**src/rtl/vga_sprite_engine_pkg.sv**
```systemverilog
`default_nettype none
// ============================================================================
// Package : vga_pkg
// Brief   : Default 640x480@60 timing, colour struct and counter-width helper.
// Rev     : 1.0
// ============================================================================
package vga_pkg;

    localparam int unsigned VGA_H_ACTIVE = 640;
    localparam int unsigned VGA_H_FP     = 16;
    localparam int unsigned VGA_H_SYNC   = 96;
    localparam int unsigned VGA_H_BP     = 48;
    localparam int unsigned VGA_V_ACTIVE = 480;
    localparam int unsigned VGA_V_FP     = 10;
    localparam int unsigned VGA_V_SYNC   = 2;
    localparam int unsigned VGA_V_BP     = 33;

    localparam int unsigned BTN_UP    = 0;
    localparam int unsigned BTN_DOWN  = 1;
    localparam int unsigned BTN_LEFT  = 2;
    localparam int unsigned BTN_RIGHT = 3;

    typedef struct packed {
        logic [7:0] r;
        logic [7:0] g;
        logic [7:0] b;
    } rgb_t;

    function automatic int unsigned cnt_width(input int unsigned n);
        return (n < 2) ? 1 : $clog2(n);
    endfunction

endpackage
`default_nettype wire

```
**src/rtl/vga_sprite_engine_if.sv**
```systemverilog
`default_nettype none
// ============================================================================
// Interface : vga_sprite_engine_if
// Brief     : Button inputs and VGA DAC outputs of the sprite engine.
// Rev       : 1.0
// ============================================================================
interface vga_sprite_engine_if;

    logic       move_up;
    logic       move_down;
    logic       move_left;
    logic       move_right;
    logic       oHS;
    logic       oVS;
    logic       oBLANK_n;
    logic [7:0] r_data;
    logic [7:0] g_data;
    logic [7:0] b_data;
    logic       frame_tick;

    modport master (
        input  move_up, move_down, move_left, move_right,
        output oHS, oVS, oBLANK_n, r_data, g_data, b_data, frame_tick
    );

    modport slave (
        output move_up, move_down, move_left, move_right,
        input  oHS, oVS, oBLANK_n, r_data, g_data, b_data, frame_tick
    );

endinterface
`default_nettype wire

```
**src/rtl/vga_sprite_engine_timing.sv**
```systemverilog
`default_nettype none
// ============================================================================
// Module : vga_timing_gen
// Brief  : Raster counters with registered sync, blank and end-of-frame pulse.
// Rev    : 1.0
// ============================================================================
module vga_timing_gen import vga_pkg::*; #(
    parameter int unsigned H_ACTIVE = VGA_H_ACTIVE,
    parameter int unsigned H_FP     = VGA_H_FP,
    parameter int unsigned H_SYNC   = VGA_H_SYNC,
    parameter int unsigned H_BP     = VGA_H_BP,
    parameter int unsigned V_ACTIVE = VGA_V_ACTIVE,
    parameter int unsigned V_FP     = VGA_V_FP,
    parameter int unsigned V_SYNC   = VGA_V_SYNC,
    parameter int unsigned V_BP     = VGA_V_BP,
    parameter int unsigned HW       = cnt_width(H_ACTIVE + H_FP + H_SYNC + H_BP),
    parameter int unsigned VW       = cnt_width(V_ACTIVE + V_FP + V_SYNC + V_BP)
) (
    input  logic          clock,
    input  logic          resetn,
    output logic [HW-1:0] h_cnt_o,
    output logic [VW-1:0] v_cnt_o,
    output logic          hs_o,
    output logic          vs_o,
    output logic          blank_n_o,
    output logic          frame_tick_o
);

    localparam logic [HW-1:0] c_h_last   = HW'(H_ACTIVE + H_FP + H_SYNC + H_BP - 1);
    localparam logic [VW-1:0] c_v_last   = VW'(V_ACTIVE + V_FP + V_SYNC + V_BP - 1);
    localparam logic [HW-1:0] c_h_act    = HW'(H_ACTIVE);
    localparam logic [VW-1:0] c_v_act    = VW'(V_ACTIVE);
    localparam logic [HW-1:0] c_hs_begin = HW'(H_ACTIVE + H_FP);
    localparam logic [HW-1:0] c_hs_end   = HW'(H_ACTIVE + H_FP + H_SYNC);
    localparam logic [VW-1:0] c_vs_begin = VW'(V_ACTIVE + V_FP);
    localparam logic [VW-1:0] c_vs_end   = VW'(V_ACTIVE + V_FP + V_SYNC);

    logic [HW-1:0] h_cnt_q, h_cnt_d;
    logic [VW-1:0] v_cnt_q, v_cnt_d;
    logic          hs_q, vs_q, blank_n_q, tick_q;

    always_comb begin
        h_cnt_d = h_cnt_q + 1'b1;
        v_cnt_d = v_cnt_q;
        if (h_cnt_q == c_h_last) begin
            h_cnt_d = '0;
            v_cnt_d = (v_cnt_q == c_v_last) ? '0 : v_cnt_q + 1'b1;
        end
    end

    // Outputs are registered from the current count, so they lag it by one cycle.
    always_ff @(posedge clock or negedge resetn) begin
        if (!resetn) begin
            h_cnt_q   <= '0;
            v_cnt_q   <= '0;
            hs_q      <= 1'b1;
            vs_q      <= 1'b1;
            blank_n_q <= 1'b0;
            tick_q    <= 1'b0;
        end else begin
            h_cnt_q   <= h_cnt_d;
            v_cnt_q   <= v_cnt_d;
            hs_q      <= !((h_cnt_q >= c_hs_begin) && (h_cnt_q < c_hs_end));
            vs_q      <= !((v_cnt_q >= c_vs_begin) && (v_cnt_q < c_vs_end));
            blank_n_q <= (h_cnt_q < c_h_act) && (v_cnt_q < c_v_act);
            tick_q    <= (h_cnt_q == c_h_last) && (v_cnt_q == c_v_last);
        end
    end

    assign h_cnt_o      = h_cnt_q;
    assign v_cnt_o      = v_cnt_q;
    assign hs_o         = hs_q;
    assign vs_o         = vs_q;
    assign blank_n_o    = blank_n_q;
    assign frame_tick_o = tick_q;

endmodule
`default_nettype wire

```
**src/rtl/vga_sprite_engine.sv**
```systemverilog
`default_nettype none
// ============================================================================
// Module : vga_sprite_engine
// Brief  : VGA raster generator with one button-steered rectangular sprite.
//          Define VGA_SPRITE_WRAP_EN to wrap at the screen edges instead of clamping.
// Rev    : 1.0
// ============================================================================
module vga_sprite_engine import vga_pkg::*; #(
    parameter int unsigned H_ACTIVE = VGA_H_ACTIVE,
    parameter int unsigned H_FP     = VGA_H_FP,
    parameter int unsigned H_SYNC   = VGA_H_SYNC,
    parameter int unsigned H_BP     = VGA_H_BP,
    parameter int unsigned V_ACTIVE = VGA_V_ACTIVE,
    parameter int unsigned V_FP     = VGA_V_FP,
    parameter int unsigned V_SYNC   = VGA_V_SYNC,
    parameter int unsigned V_BP     = VGA_V_BP,
    parameter int unsigned SPR_W    = 32,
    parameter int unsigned SPR_H    = 32,
    parameter int unsigned STEP     = 4,
    parameter logic [23:0] SPR_RGB  = 24'hFF0000,
    parameter logic [23:0] BG_RGB   = 24'h000040
) (
    input  logic                  clock,
    input  logic                  resetn,
    vga_sprite_engine_if.master   vga_if
);

    localparam int unsigned c_h_tot = H_ACTIVE + H_FP + H_SYNC + H_BP;
    localparam int unsigned c_v_tot = V_ACTIVE + V_FP + V_SYNC + V_BP;
    localparam int unsigned c_hw    = cnt_width(c_h_tot);
    localparam int unsigned c_vw    = cnt_width(c_v_tot);

    localparam logic [c_hw-1:0] c_h_last  = c_hw'(c_h_tot - 1);
    localparam logic [c_vw-1:0] c_v_last  = c_vw'(c_v_tot - 1);
    localparam logic [c_hw-1:0] c_h_act   = c_hw'(H_ACTIVE);
    localparam logic [c_vw-1:0] c_v_act   = c_vw'(V_ACTIVE);
    localparam logic [c_hw-1:0] c_x_lim   = c_hw'(H_ACTIVE - SPR_W);
    localparam logic [c_vw-1:0] c_y_lim   = c_vw'(V_ACTIVE - SPR_H);
    localparam logic [c_hw:0]   c_x_max   = (c_hw+1)'(H_ACTIVE - SPR_W);
    localparam logic [c_vw:0]   c_y_max   = (c_vw+1)'(V_ACTIVE - SPR_H);
    localparam logic [c_hw:0]   c_x_step  = (c_hw+1)'(STEP);
    localparam logic [c_vw:0]   c_y_step  = (c_vw+1)'(STEP);
    localparam logic [c_hw:0]   c_spr_w   = (c_hw+1)'(SPR_W);
    localparam logic [c_vw:0]   c_spr_h   = (c_vw+1)'(SPR_H);
    localparam logic [c_hw-1:0] c_x_ctr   = c_hw'((H_ACTIVE - SPR_W) / 2);
    localparam logic [c_vw-1:0] c_y_ctr   = c_vw'((V_ACTIVE - SPR_H) / 2);

`ifdef VGA_SPRITE_WRAP_EN
    localparam bit c_wrap_en = 1'b1;
`else
    localparam bit c_wrap_en = 1'b0;
`endif

    logic [c_hw-1:0] w_h_cnt;
    logic [c_vw-1:0] w_v_cnt;
    logic            w_hs, w_vs, w_blank_n, w_tick;
    logic [3:0]      w_btn_raw;
    logic [3:0]      btn_meta_q, btn_sync_q, btn_q;
    logic [c_hw-1:0] spr_x_q, spr_x_d;
    logic [c_vw-1:0] spr_y_q, spr_y_d;
    logic [c_hw:0]   w_x_inc, w_x_dec, w_x_end;
    logic [c_vw:0]   w_y_inc, w_y_dec, w_y_end;
    logic            w_vis, w_in_spr;
    rgb_t            w_pix, pix_q;

    vga_timing_gen #(
        .H_ACTIVE (H_ACTIVE), .H_FP (H_FP), .H_SYNC (H_SYNC), .H_BP (H_BP),
        .V_ACTIVE (V_ACTIVE), .V_FP (V_FP), .V_SYNC (V_SYNC), .V_BP (V_BP),
        .HW       (c_hw),     .VW   (c_vw)
    ) u_timing (
        .clock        (clock),
        .resetn       (resetn),
        .h_cnt_o      (w_h_cnt),
        .v_cnt_o      (w_v_cnt),
        .hs_o         (w_hs),
        .vs_o         (w_vs),
        .blank_n_o    (w_blank_n),
        .frame_tick_o (w_tick)
    );

    always_comb begin
        w_btn_raw            = '0;
        w_btn_raw[BTN_UP]    = vga_if.move_up;
        w_btn_raw[BTN_DOWN]  = vga_if.move_down;
        w_btn_raw[BTN_LEFT]  = vga_if.move_left;
        w_btn_raw[BTN_RIGHT] = vga_if.move_right;
    end

    // btn_q is sampled on the same edge that raises frame_tick, so it is fresh while the tick is high.
    always_comb begin
        w_x_inc = {1'b0, spr_x_q} + c_x_step;
        w_x_dec = {1'b0, spr_x_q} - c_x_step;
        w_y_inc = {1'b0, spr_y_q} + c_y_step;
        w_y_dec = {1'b0, spr_y_q} - c_y_step;
        spr_x_d = spr_x_q;
        spr_y_d = spr_y_q;
        if (w_tick && (btn_q[BTN_RIGHT] != btn_q[BTN_LEFT])) begin
            if (btn_q[BTN_RIGHT])
                spr_x_d = (w_x_inc > c_x_max) ? (c_wrap_en ? '0 : c_x_lim) : w_x_inc[c_hw-1:0];
            else
                spr_x_d = w_x_dec[c_hw] ? (c_wrap_en ? c_x_lim : '0) : w_x_dec[c_hw-1:0];
        end
        if (w_tick && (btn_q[BTN_DOWN] != btn_q[BTN_UP])) begin
            if (btn_q[BTN_DOWN])
                spr_y_d = (w_y_inc > c_y_max) ? (c_wrap_en ? '0 : c_y_lim) : w_y_inc[c_vw-1:0];
            else
                spr_y_d = w_y_dec[c_vw] ? (c_wrap_en ? c_y_lim : '0) : w_y_dec[c_vw-1:0];
        end
    end

    // Compare against the next position so pixel (0,0) already sees the new frame's sprite.
    always_comb begin
        w_x_end  = {1'b0, spr_x_d} + c_spr_w;
        w_y_end  = {1'b0, spr_y_d} + c_spr_h;
        w_vis    = (w_h_cnt < c_h_act) && (w_v_cnt < c_v_act);
        w_in_spr = (w_h_cnt >= spr_x_d) && ({1'b0, w_h_cnt} < w_x_end) &&
                   (w_v_cnt >= spr_y_d) && ({1'b0, w_v_cnt} < w_y_end);
        w_pix    = '0;
        if (w_vis)
            w_pix = w_in_spr ? rgb_t'(SPR_RGB) : rgb_t'(BG_RGB);
    end

    always_ff @(posedge clock or negedge resetn) begin
        if (!resetn) begin
            btn_meta_q <= '0;
            btn_sync_q <= '0;
            btn_q      <= '0;
            spr_x_q    <= c_x_ctr;
            spr_y_q    <= c_y_ctr;
            pix_q      <= '0;
        end else begin
            btn_meta_q <= w_btn_raw;
            btn_sync_q <= btn_meta_q;
            if ((w_h_cnt == c_h_last) && (w_v_cnt == c_v_last))
                btn_q <= btn_sync_q;
            spr_x_q    <= spr_x_d;
            spr_y_q    <= spr_y_d;
            pix_q      <= w_pix;
        end
    end

    assign vga_if.oHS        = w_hs;
    assign vga_if.oVS        = w_vs;
    assign vga_if.oBLANK_n   = w_blank_n;
    assign vga_if.frame_tick = w_tick;
    assign vga_if.r_data     = pix_q.r;
    assign vga_if.g_data     = pix_q.g;
    assign vga_if.b_data     = pix_q.b;

endmodule
`default_nettype wire
```
**src/flat_wrapper.sv**
```systemverilog
// flat-port wrapper written by rule: the top's interface ports become plain ports
module vga_sprite_engine_flat import vga_pkg::*;
#(
    parameter int unsigned H_ACTIVE = VGA_H_ACTIVE,
    parameter int unsigned H_FP     = VGA_H_FP,
    parameter int unsigned H_SYNC   = VGA_H_SYNC,
    parameter int unsigned H_BP     = VGA_H_BP,
    parameter int unsigned V_ACTIVE = VGA_V_ACTIVE,
    parameter int unsigned V_FP     = VGA_V_FP,
    parameter int unsigned V_SYNC   = VGA_V_SYNC,
    parameter int unsigned V_BP     = VGA_V_BP,
    parameter int unsigned SPR_W    = 32,
    parameter int unsigned SPR_H    = 32,
    parameter int unsigned STEP     = 4,
    parameter logic [23:0] SPR_RGB  = 24'hFF0000,
    parameter logic [23:0] BG_RGB   = 24'h000040
)
  (clock, resetn, vga_if_move_up, vga_if_move_down, vga_if_move_left, vga_if_move_right, vga_if_oHS, vga_if_oVS, vga_if_oBLANK_n, vga_if_r_data, vga_if_g_data, vga_if_b_data, vga_if_frame_tick);
  vga_sprite_engine_if vga_if_i ();
  input  logic clock;
  input  logic resetn;
  input wire logic [$bits(vga_if_i.move_up)-1:0] vga_if_move_up;
  input wire logic [$bits(vga_if_i.move_down)-1:0] vga_if_move_down;
  input wire logic [$bits(vga_if_i.move_left)-1:0] vga_if_move_left;
  input wire logic [$bits(vga_if_i.move_right)-1:0] vga_if_move_right;
  output wire logic [$bits(vga_if_i.oHS)-1:0] vga_if_oHS;
  output wire logic [$bits(vga_if_i.oVS)-1:0] vga_if_oVS;
  output wire logic [$bits(vga_if_i.oBLANK_n)-1:0] vga_if_oBLANK_n;
  output wire logic [$bits(vga_if_i.r_data)-1:0] vga_if_r_data;
  output wire logic [$bits(vga_if_i.g_data)-1:0] vga_if_g_data;
  output wire logic [$bits(vga_if_i.b_data)-1:0] vga_if_b_data;
  output wire logic [$bits(vga_if_i.frame_tick)-1:0] vga_if_frame_tick;
  assign vga_if_i.move_up = vga_if_move_up;
  assign vga_if_i.move_down = vga_if_move_down;
  assign vga_if_i.move_left = vga_if_move_left;
  assign vga_if_i.move_right = vga_if_move_right;
  assign vga_if_oHS = vga_if_i.oHS;
  assign vga_if_oVS = vga_if_i.oVS;
  assign vga_if_oBLANK_n = vga_if_i.oBLANK_n;
  assign vga_if_r_data = vga_if_i.r_data;
  assign vga_if_g_data = vga_if_i.g_data;
  assign vga_if_b_data = vga_if_i.b_data;
  assign vga_if_frame_tick = vga_if_i.frame_tick;
  vga_sprite_engine #(.H_ACTIVE(H_ACTIVE), .H_FP(H_FP), .H_SYNC(H_SYNC), .H_BP(H_BP), .V_ACTIVE(V_ACTIVE), .V_FP(V_FP), .V_SYNC(V_SYNC), .V_BP(V_BP), .SPR_W(SPR_W), .SPR_H(SPR_H), .STEP(STEP), .SPR_RGB(SPR_RGB), .BG_RGB(BG_RGB)) u_core (.clock(clock), .resetn(resetn), .vga_if(vga_if_i));
endmodule
```
**config.mk**
```make
export PLATFORM = sky130hd
export DESIGN_NAME = vga_sprite_engine_flat
export DESIGN_NICKNAME = d
export VERILOG_FILES = /design/src/rtl/vga_sprite_engine_pkg.sv /design/src/rtl/vga_sprite_engine_if.sv /design/src/rtl/vga_sprite_engine_timing.sv /design/src/rtl/vga_sprite_engine.sv /design/src/flat_wrapper.sv
export SDC_FILE = /design/constraint.sdc
export NUM_CORES = 1
export LEC_CHECK = 0
export CORE_MARGIN = 3
export CORE_UTILIZATION = 54
export DETAILED_ROUTE_END_ITERATION = 16
export GPL_TIMING_DRIVEN = 0
export PLACE_DENSITY_LB_ADDON = 0.2
export SLEW_MARGIN = 5
export SYNTH_ARGS = -nofsm -noshare
export SYNTH_HDL_FRONTEND = slang
export SYNTH_SLANG_ARGS = --single-unit
export TNS_END_PERCENT = 20
```
**constraint.sdc**
```tcl
create_clock -name clock -period 3.2 [get_ports clock]
set_input_delay 0.64 -clock clock [delete_from_list [all_inputs] [get_ports clock]]
set_output_delay 0.64 -clock clock [all_outputs]
set_load 0.01 [all_outputs]
```
; After elaboration in Yosys (flattened, before gate mapping)
; Index checks and enable logic that the tools add are counted.
[word_totals]
output_inout_bits = 28
ff_bits = 80
inputBits = 6
word_cells = 61
[op_classes]
n_mux = 12
magnitude_cmp = 12
n_reduce_logical = 11
n_eq_ne = 4
add_sub_neg = 8
[ops]
columns = cell, count
row1 = $mux 10, 10
row2 = $mux 24, 2
row3 = $add 10x3->11 const B, 2
row4 = $add 10x6->11 const B, 2
row5 = $lt 10x11->1, 2
row6 = $sub 10x3->11 const B, 2
row7 = $add 10x1->10 const B, 2
row8 = $eq 10x10->1 const B, 2
row9 = $ge 10x10->1, 2
row10 = $lt 10x10->1 const B, 2
row11 = $lt 10x9->1 const B, 2
row12 = $gt 11x10->1 const B, 1
row13 = $gt 11x9->1 const B, 1
row14 = $ge 10x10->1 const B, 1
row15 = $ge 10x9->1 const B, 1
row16 = $logic_and 1x1->1, 9
row17 = $logic_not 1->1, 2
row18 = $ne 1x1->1, 2

; Depth between registers and ports, before layout
[depth]
word_depth = 12
depth_mapped = 19
depth_no_buf = 18

; By module
; Synthesis repeated with hierarchy kept, for this count alone.
[hier_totals]
hier_cells = 533
area_unflattened_um2 = 4724.5
[by_module_without_submodules]
columns = module, cells_each, instances, area_each_um2
row1 = vga_sprite_engine, 415, 1, 3473.3
row2 = vga_timing_gen, 118, 1, 1251.2

; Worst setup path before layout
; OpenSTA, ideal clock, no wires.
[synth_timing]
kind = register to register
start = reg u_core.spr_y_q[5]
end = reg u_core.pix_q (netlist bit u_core.vga_if.b_data[6])
stages_incl_launch_ff = 17
t_required_ns = 3.081
synth_period_minus_slack_ns = 3.450
path_slack_ns = -0.250
t_arrival_ns = 3.331
path_cell_list = dfstp_2 > buf_2 > and4_1 > and4_1 > o21ai_0 > a31o_2 > o221a_2 > a21o_1 > ha_1 > nor2_1 > nor4b_1 > o21ai_0 > a31oi_1 > o21ai_0 > a211o_1 > o41a_1 > o21a_1
[synth_rtl]
columns = item, line_no
row1 = from (decl), vga_sprite_engine.sv:60  ; logic [c_vw-1:0] spr_y_q, spr_y_d;
row2 = from (signal assigned), vga_sprite_engine.sv:129  ; spr_y_q <= c_y_ctr;
row3 = from (signal assigned), vga_sprite_engine.sv:137  ; spr_y_q <= spr_y_d;
row4 = to (signal assigned), vga_sprite_engine.sv:138  ; pix_q <= w_pix;
row5 = to (decl), vga_sprite_engine.sv:64  ; rgb_t w_pix, pix_q;

==> key figures <==
Timing
  • Final Critical Period: 3480 ps
  • Max Clock Skew: 13.1 ps
  • Max transition margin: 0.563
  • Final hold vios: 0
  • Final setup fails: 2
  • Max-slew violation count: 0
  • Slew at the pin closest to its max-slew limit: 656 ps
  • Final critical-path share of the clock period: 1.09
  • Unrepaired setup endpoints after global routing: true
  • Setup ws final: -276 ps
  • F_max: 288 MHz
  • Final setup TNS: -507 ps

Route
  • Drt wl/cell: between 10 and 15 um
  • DRT Pass-1 Iters: 6
  • Final ANT Viol Nets: 0
  • DRT iter0 DRCs: 153
  • DRC viols: 0
  • Avg Vias per Cell: 5.68
  • Vias: 3797
  • Routed WL: 9.88 mm

Pwr
  • Peak supply drop: 0.241 mV
  • P_sw: 317 uW
  • Share of power burned in registers: 0.489
  • Comb pwr share: 0.029
  • Clock network power share: 0.482
  • Sw Share: 0.210
  • Internal power: 1200 uW
  • Cell Pwr Density: 282 mW/mm2
  • Pleak: about 0.0024 uW

Job
  • Max-Cap Viols: 0

Layout
  • Most common library cell in the layout ignoring fill and taps: dfrtp_1
  • Most frequent cells in the layout: 46 x dfrtp_1, 43 x buf_4, 43 x nand2_1
  • Syn-to-layout area delta: 22.0%
  • Final net count: around 610
  • Final cell count without fillers: 669
  • Number of diodes: 0
  • Final Cell Area: roughly 0.0054 mm2
  • Layout cell share with drive strength beyond 1: 0.231

Placed design
  • Hpwl dp: 7.04 mm
  • Port bufs: 18
  • Post-place setup slack: -653 ps
  • Placed insts: 640
  • GP Congestion: 0.854
  • DP Area: 0.00481 mm2

CTS
  • Clk sinks: 58
  • CTS Hold Buffers Added: 0
  • CTS tree: built
  • H-tree depth: 3
  • Clock Latency Late Sink: 340 ps
  • Clock Path Buffers: 2
  • Clock slew at reported path FFs: 60 ps
  • Root buf cell: clkbuf_8
  • CTS buffer count: 9

Floorplanning
  • Starting Density: 0.563
  • Die Ht: just under 100 um
  • Row cnt: 32
  • Core Area: 0.00781 mm2
  • Die Span X: 96.2 um
  • Die ar.: 0.00926 mm2
  • I/O pin count: 34

Synth
  • Mapped Avg Cell Area: 8.70 um2
  • Leading area contributor after synthesis: dfrtp_1
  • Sequential-to-total area share from yosys stat: 0.332
  • Synth Instances: slightly above 500
  • Post-synth cell types: 63
  • Top post-synthesis cells by area: dfrtp_1 28%, ha_1 12%, dfstp_2 4.8%
  • Ys async rst share: 1.00
  • Post-synth top area share: 0.285
  • Post-synth EDFFs: 0
  • Most common flop cell mapped by yosys: dfrtp_1
  • Synthesized flop and latch total: 58
  • Mapped Area: approximately 0.0044 mm2
  • Synth warn: 0

Worst setup path
  • R2R Path Start: u_core.spr_x_q[5]$_DFF_PN1_
  • CP arrival: between 3000 and 4000 ps
  • Max incr delay on CP: 560 ps
  • CP Class: reg2reg
  • Critical path buffers and inverters: 3
  • Worst-path fanout max: 3
  • CP startpoint kind: flip-flop
  • Critical Path Slowest Stage Cell: dfstp_2
  • Flop-to-flop setup slack: -280 ps
  • Setup crit end kind: flip-flop
  • RR Endpoint: u_core.vga_if.b_data[6]$_DFF_PN0_
  • Req. time, crit path: 3420 ps
  • Delay-heaviest family, CP: compound AO/OA/AOI/OAI gates
  • CP Cell Sequence: buf_6 -> and3_4 -> nand2_1 -> o41ai_2 -> a31oi_2 -> buf_4 -> buf_4 -> o221ai_1 -> nand2_1 -> o31a_1 -> ha_1 -> o211ai_1 -> nor3_1 -> o21ai_1 -> a211o_1 -> o41a_1 -> o21a_1
  • R2R depth: 17

Run status
  • Failing checks: negative setup slack
  • Status: finished, violations left

Global routing
  • Vias in the first global route: 3506
  • Total GRT Usage: 0.225
  • Global route overflow: 0
  • Initial antenna violation count: 0
  • Largest net degree at the start of global routing: 33
  • First-pass GRT wire length: ~16 mm

Worst hold path
  • Worst hold path type: in2async
-- worst max-delay path by stage --
| stage | depth (start not counted) | slack (ps) | endpoint | start |
|---|---|---|---|---|
| floorplan | 16 | -100 | u_core.vga_if.b_data[6]$_DFF_PN0_ | u_core.spr_y_q[5]$_DFF_PN1_ |
| global placement | 18 | -580 | u_core.vga_if.r_data[6]$_DFF_PN0_ | u_core.spr_x_q[2]$_DFF_PN0_ |
| detailed placement | 18 | -650 | u_core.vga_if.r_data[6]$_DFF_PN0_ | u_core.spr_x_q[2]$_DFF_PN0_ |
| CTS | 14 | -280 | u_core.vga_if.b_data[6]$_DFF_PN0_ | u_core.spr_x_q[3]$_DFF_PN0_ |
| global route | 18 | -440 | u_core.vga_if.b_data[6]$_DFF_PN0_ | u_core.spr_y_q[2]$_DFF_PN0_ |
| finish | 17 | -280 | u_core.vga_if.b_data[6]$_DFF_PN0_ | u_core.spr_x_q[5]$_DFF_PN1_ |
-- logic make-up after synthesis --
group	count (synthesis)	share of synthesized area
simple gates	174	0.204
xor+xnor	21	0.0418
buf+inv	80	0.0905
fa+ha+maj	43	0.122
flops	58	0.332
mux	6	0.0145
other cells	1	0.000853
compound gates	122	0.193
-- synth_stat cells, drive strengths merged, types with 2 or more instances --
library cell	instances
o22a	3
or4	2
xnor2	9
a41oi	2
and3	10
o22ai	5
and4	4
nand4	4
nor4b	5
xor2	12
a211o	2
a21o	3
o31a	3
nor2b	6
o41ai	2
a31oi	9
clkbuf	16
nand2b	10
a211oi	6
o31ai	6
mux2i	3
o211ai	3
and2	9
ha	43
nor3	14
a2111oi	2
a21oi	19
dfstp	8
nand3	14
nor3b	4
inv	35
buf	29
nand2	44
o21ai	32
a31o	2
a22oi	3
nor2	40
o21a	10
dfrtp	50
mux2	3
nor4	3
-- per-layer routing --
| layer | part of all wire | vias to the layer above | track usage |
|---|---|---|---|
| met2 | 0.47 | 117 | 0.366 |
| met3 | 0.050 | 19 | 0.0579 |
| met4 | 0.017 | 0 | 0.0569 |
| met1 | 0.47 | 1790 | 0.298 |
| met5 | 0 | - | 0 |
| li1 | - | 1871 | - |
-- power groups by stage --
| stage | clock network (uW) | registers [uW] | logic (uW) |
|---|---|---|---|
| 6_report | 729 | 740 | 43.9 |
| 2_1_floorplan | 0 | 753 | 21.3 |
| 5_1_grt | 781 | 740 | 50.8 |
| 3_5_place_dp | 0 | 753 | 44.5 |
| 4_1_cts | 745 | 740 | 44.7 |
| 3_3_place_gp | 0 | 753 | 41.9 |
-- final cells by class --
cell class | instances | area [um2]
Tap cell | 102 | 128
Fill cell | 634 | 2440
Timing Repair Buffer | 37 | 330
Multi-Input combinational cell | 381 | 2830
Sequential cell | 58 | 1470
Clock inverter | 5 | 78.8
Buffer | 40 | 270
Inverter | 35 | 131
Clock buffer | 11 | 131
-- stage by stage --
step                 util  total power, uW  hold WS (ps)
floorplan               -              774           331
global placement    0.614              795           334
detailed placement  0.616              798           336
CTS                 0.669             1530           338
global route        0.687             1570           358
finish              0.687             1510           331
-- sequential cells by signal (all words and copies together), names as in the netlist --
signal,count
u_core.u_timing.h_cnt_o,10
u_core.btn_meta_q,4
u_core.btn_q,4
u_core.vga_if.b_data,1
u_core.spr_y_q,10
u_core.u_timing.blank_n_o,1
u_core.spr_x_q,10
u_core.u_timing.hs_o,1
u_core.u_timing.v_cnt_o,10
u_core.u_timing.vs_o,1
u_core.u_timing.frame_tick_o,1
u_core.btn_sync_q,4
u_core.vga_if.r_data,1
-- worst register-to-register path, stage by stage, from the launching register on --
cell	delay (ps)
dfstp_2	560
buf_6	100
and3_4	190
nand2_1	90
o41ai_2	280
a31oi_2	170
buf_4	160
buf_4	130
o221ai_1	140
nand2_1	90
o31a_1	130
ha_1	300
o211ai_1	100
nor3_1	210
o21ai_1	140
a211o_1	250
o41a_1	140
o21a_1	180
-- what timing repair did --
action,4_1_cts,5_1_grt
resized for setup,32,24
pin swaps,8,10
setup buffers,12,6
endpoints found under the hold margin,0,0
endpoints found under the setup margin,2,2
Note: power is estimated with default switching activity, not from simulation.
==> RTL edit (same flow settings) <==
Set the localparam `c_wrap_en` to 1'b1 (it was 1'b0).
--- a/src/rtl/vga_sprite_engine.sv
+++ b/src/rtl/vga_sprite_engine.sv
@@ -48,7 +48,7 @@
 `ifdef VGA_SPRITE_WRAP_EN
     localparam bit c_wrap_en = 1'b1;
 `else
-    localparam bit c_wrap_en = 1'b0;
+    localparam bit c_wrap_en = 1'b1;
 `endif
 
     logic [c_hw-1:0] w_h_cnt;
Function: same outputs for any inputs over 10 cycles, from zero or initial values and one cycle with resetn low; that may be too few to reach the edited logic, so the function may still have changed.
==> RTL edit against the unedited design <==
The flow still finishes with violations (negative setup slack). Area after synthesis rose by 3.5%. Die area increased by 3.3%. Final area grew 3.1%. Worst hold slack better by 6.6 ps. Setup slack lost 460 ps. Sequential cell count is the same. Total power down 6.4%. Wire length is 5.7% higher. Core utilization grew 0.69 points. Critical endpoint is now u_core.vga_if.r_data[6]. Largest cell class unchanged.
==> RTL edit: results (changes against the unedited design) <==
finalSetupViolations: 2  # unchanged
gp_congestion: 0.9104  # was 0.8543
grt.met1_usage_pct: 30.09  # was 29.81%
rr_startpoint: "u_core.spr_x_q[3]"  # was u_core.spr_x_q[5]
outcome: "finished with violations"  # unchanged
filler_cell_count: 614  # was 634
synth_adder_area_share_pct: 11.83  # was 12.24%
fin_worst_skew_ps: 7.673  # was 13.10 ps
timing.critical_path.arrival_ps: 4170  # was 3700 ps
grt_first_pass_wirelength_um: 16980  # was 16320 um
count_of_distinct_cell_types_in_the_synthesized_netlist: 77  # was 63
vias: 3912  # was 3797
met2WireLength_um: 4860  # was 4617 um
power_report.internal_total_w: 0.001100  # was 0.001195 W
power.ir.vdd_worst_mv: 0.2006  # was 0.2411 mV
worst_setup_slack_before_clock_tree_synthesis_ps: -1093  # was -652.6 ps
synth_compound_area_share_pct: 18.79  # was 19.30%
grt_util_met2_pct: 34.11  # was 36.57%
clkPwrFrac_pct: 44.6  # was 48.2%
detailed_place_hpwl_um: 7335  # was 7042 um
worstReg2RegEnd: "u_core.vga_if.r_data[6]"  # was u_core.vga_if.b_data[6]
timing.critical_path.fanout_max: 6  # was 3
finish.net_count: 619  # was 611
synth.mux.area_fraction_pct: 1.431  # was 1.452%
post_synth_xor_area_fraction_pct: 5.007  # was 4.184%
violations_in_the_final_reports: "negative setup slack"  # unchanged
fin_hold_ws_ps: 337.8  # was 331.2 ps
post_synth_main_area_contributors: "sky130_fd_sc_hd__dfrtp_1 28%, sky130_fd_sc_hd__ha_1 12%, sky130_fd_sc_hd__dfstp_2 4.6%, sky130_fd_sc_hd__buf_4 3.8%, sky130_fd_sc_hd__nand2_1 3.6%"  # was sky130_fd_sc_hd__dfrtp_1 28%, sky130_fd_sc_hd__ha_1 12%, sky130_fd_sc_hd__dfstp_2 4.8%, sky130_fd_sc_hd__buf_4 3.8%, sky130_fd_sc_hd__nand2_1 3.8%
sum_neg_setup_slack_ps: -1458  # was -506.8 ps
grtUsageTotal_pct: 21.75  # was 22.50%
grt_pass1_vias: 3551  # was 3506
groute.layer.met3.usage_pct: 5.000  # was 5.786%
drtIter0Drc: 198  # was 153
layout_setup_ws_ps: -734.7  # was -276.4 ps
detail_route.wirelength.met1_um: 4876  # was 4601 um
-- RTL edit: cell types whose count changed after synthesis, sizes merged, moves of 5 or more --
cell,unedited run,this run
nor2,40,29
inv,35,30
nand2b,10,3
a21oi,19,27
a31oi,9,4
a21o,3,9
-- RTL edit: cells by family (layout without fill, tap and decap cells) --
family / count (synthesis) / count (layout)
xor+xnor: 26 / 26
flops: 58 / 58
simple gates: 178 / 178
buf+inv: 73 / 129
other cells: 1 / 15
fa+ha+maj: 43 / 43
mux: 6 / 6
compound gates: 120 / 120
-- RTL edit: area by class of cell --
type / count / share of cell area, %
inverter: 30 / 2.037
clock inverter: 2 / 0.1810
tap: 102 / 2.308
timing repair buffer: 43 / 6.993
multi-input combinational: 388 / 53.75
sequential: 58 / 26.50
buffer: 40 / 5.114
clock buffer: 14 / 3.123
-- RTL edit: repair_timing --
item,in CTS,in global routing
pin swaps,15,29
setup endpoints to repair,2,5
gates cloned,0,0
resized for setup,24,30
setup buffers,10,14
-- RTL edit: worst max-delay path, cell delays in order (launching register included) --
cell and delay [ps]:
sky130_fd_sc_hd__dfrtp_2 430, sky130_fd_sc_hd__ha_4 200, sky130_fd_sc_hd__xor2_1 140, sky130_fd_sc_hd__or4_4 560, sky130_fd_sc_hd__a21oi_4 220, sky130_fd_sc_hd__a2bb2oi_4 100
sky130_fd_sc_hd__nor2_4 130, sky130_fd_sc_hd__a22oi_1 80, sky130_fd_sc_hd__o31a_1 310, sky130_fd_sc_hd__ha_4 300, sky130_fd_sc_hd__a21oi_1 70, sky130_fd_sc_hd__nor2_1 140
sky130_fd_sc_hd__a21oi_2 70, sky130_fd_sc_hd__a2111oi_4 310, sky130_fd_sc_hd__nand4_1 160, sky130_fd_sc_hd__nor4_2 320, sky130_fd_sc_hd__o22ai_2 110, sky130_fd_sc_hd__nor4_2 180
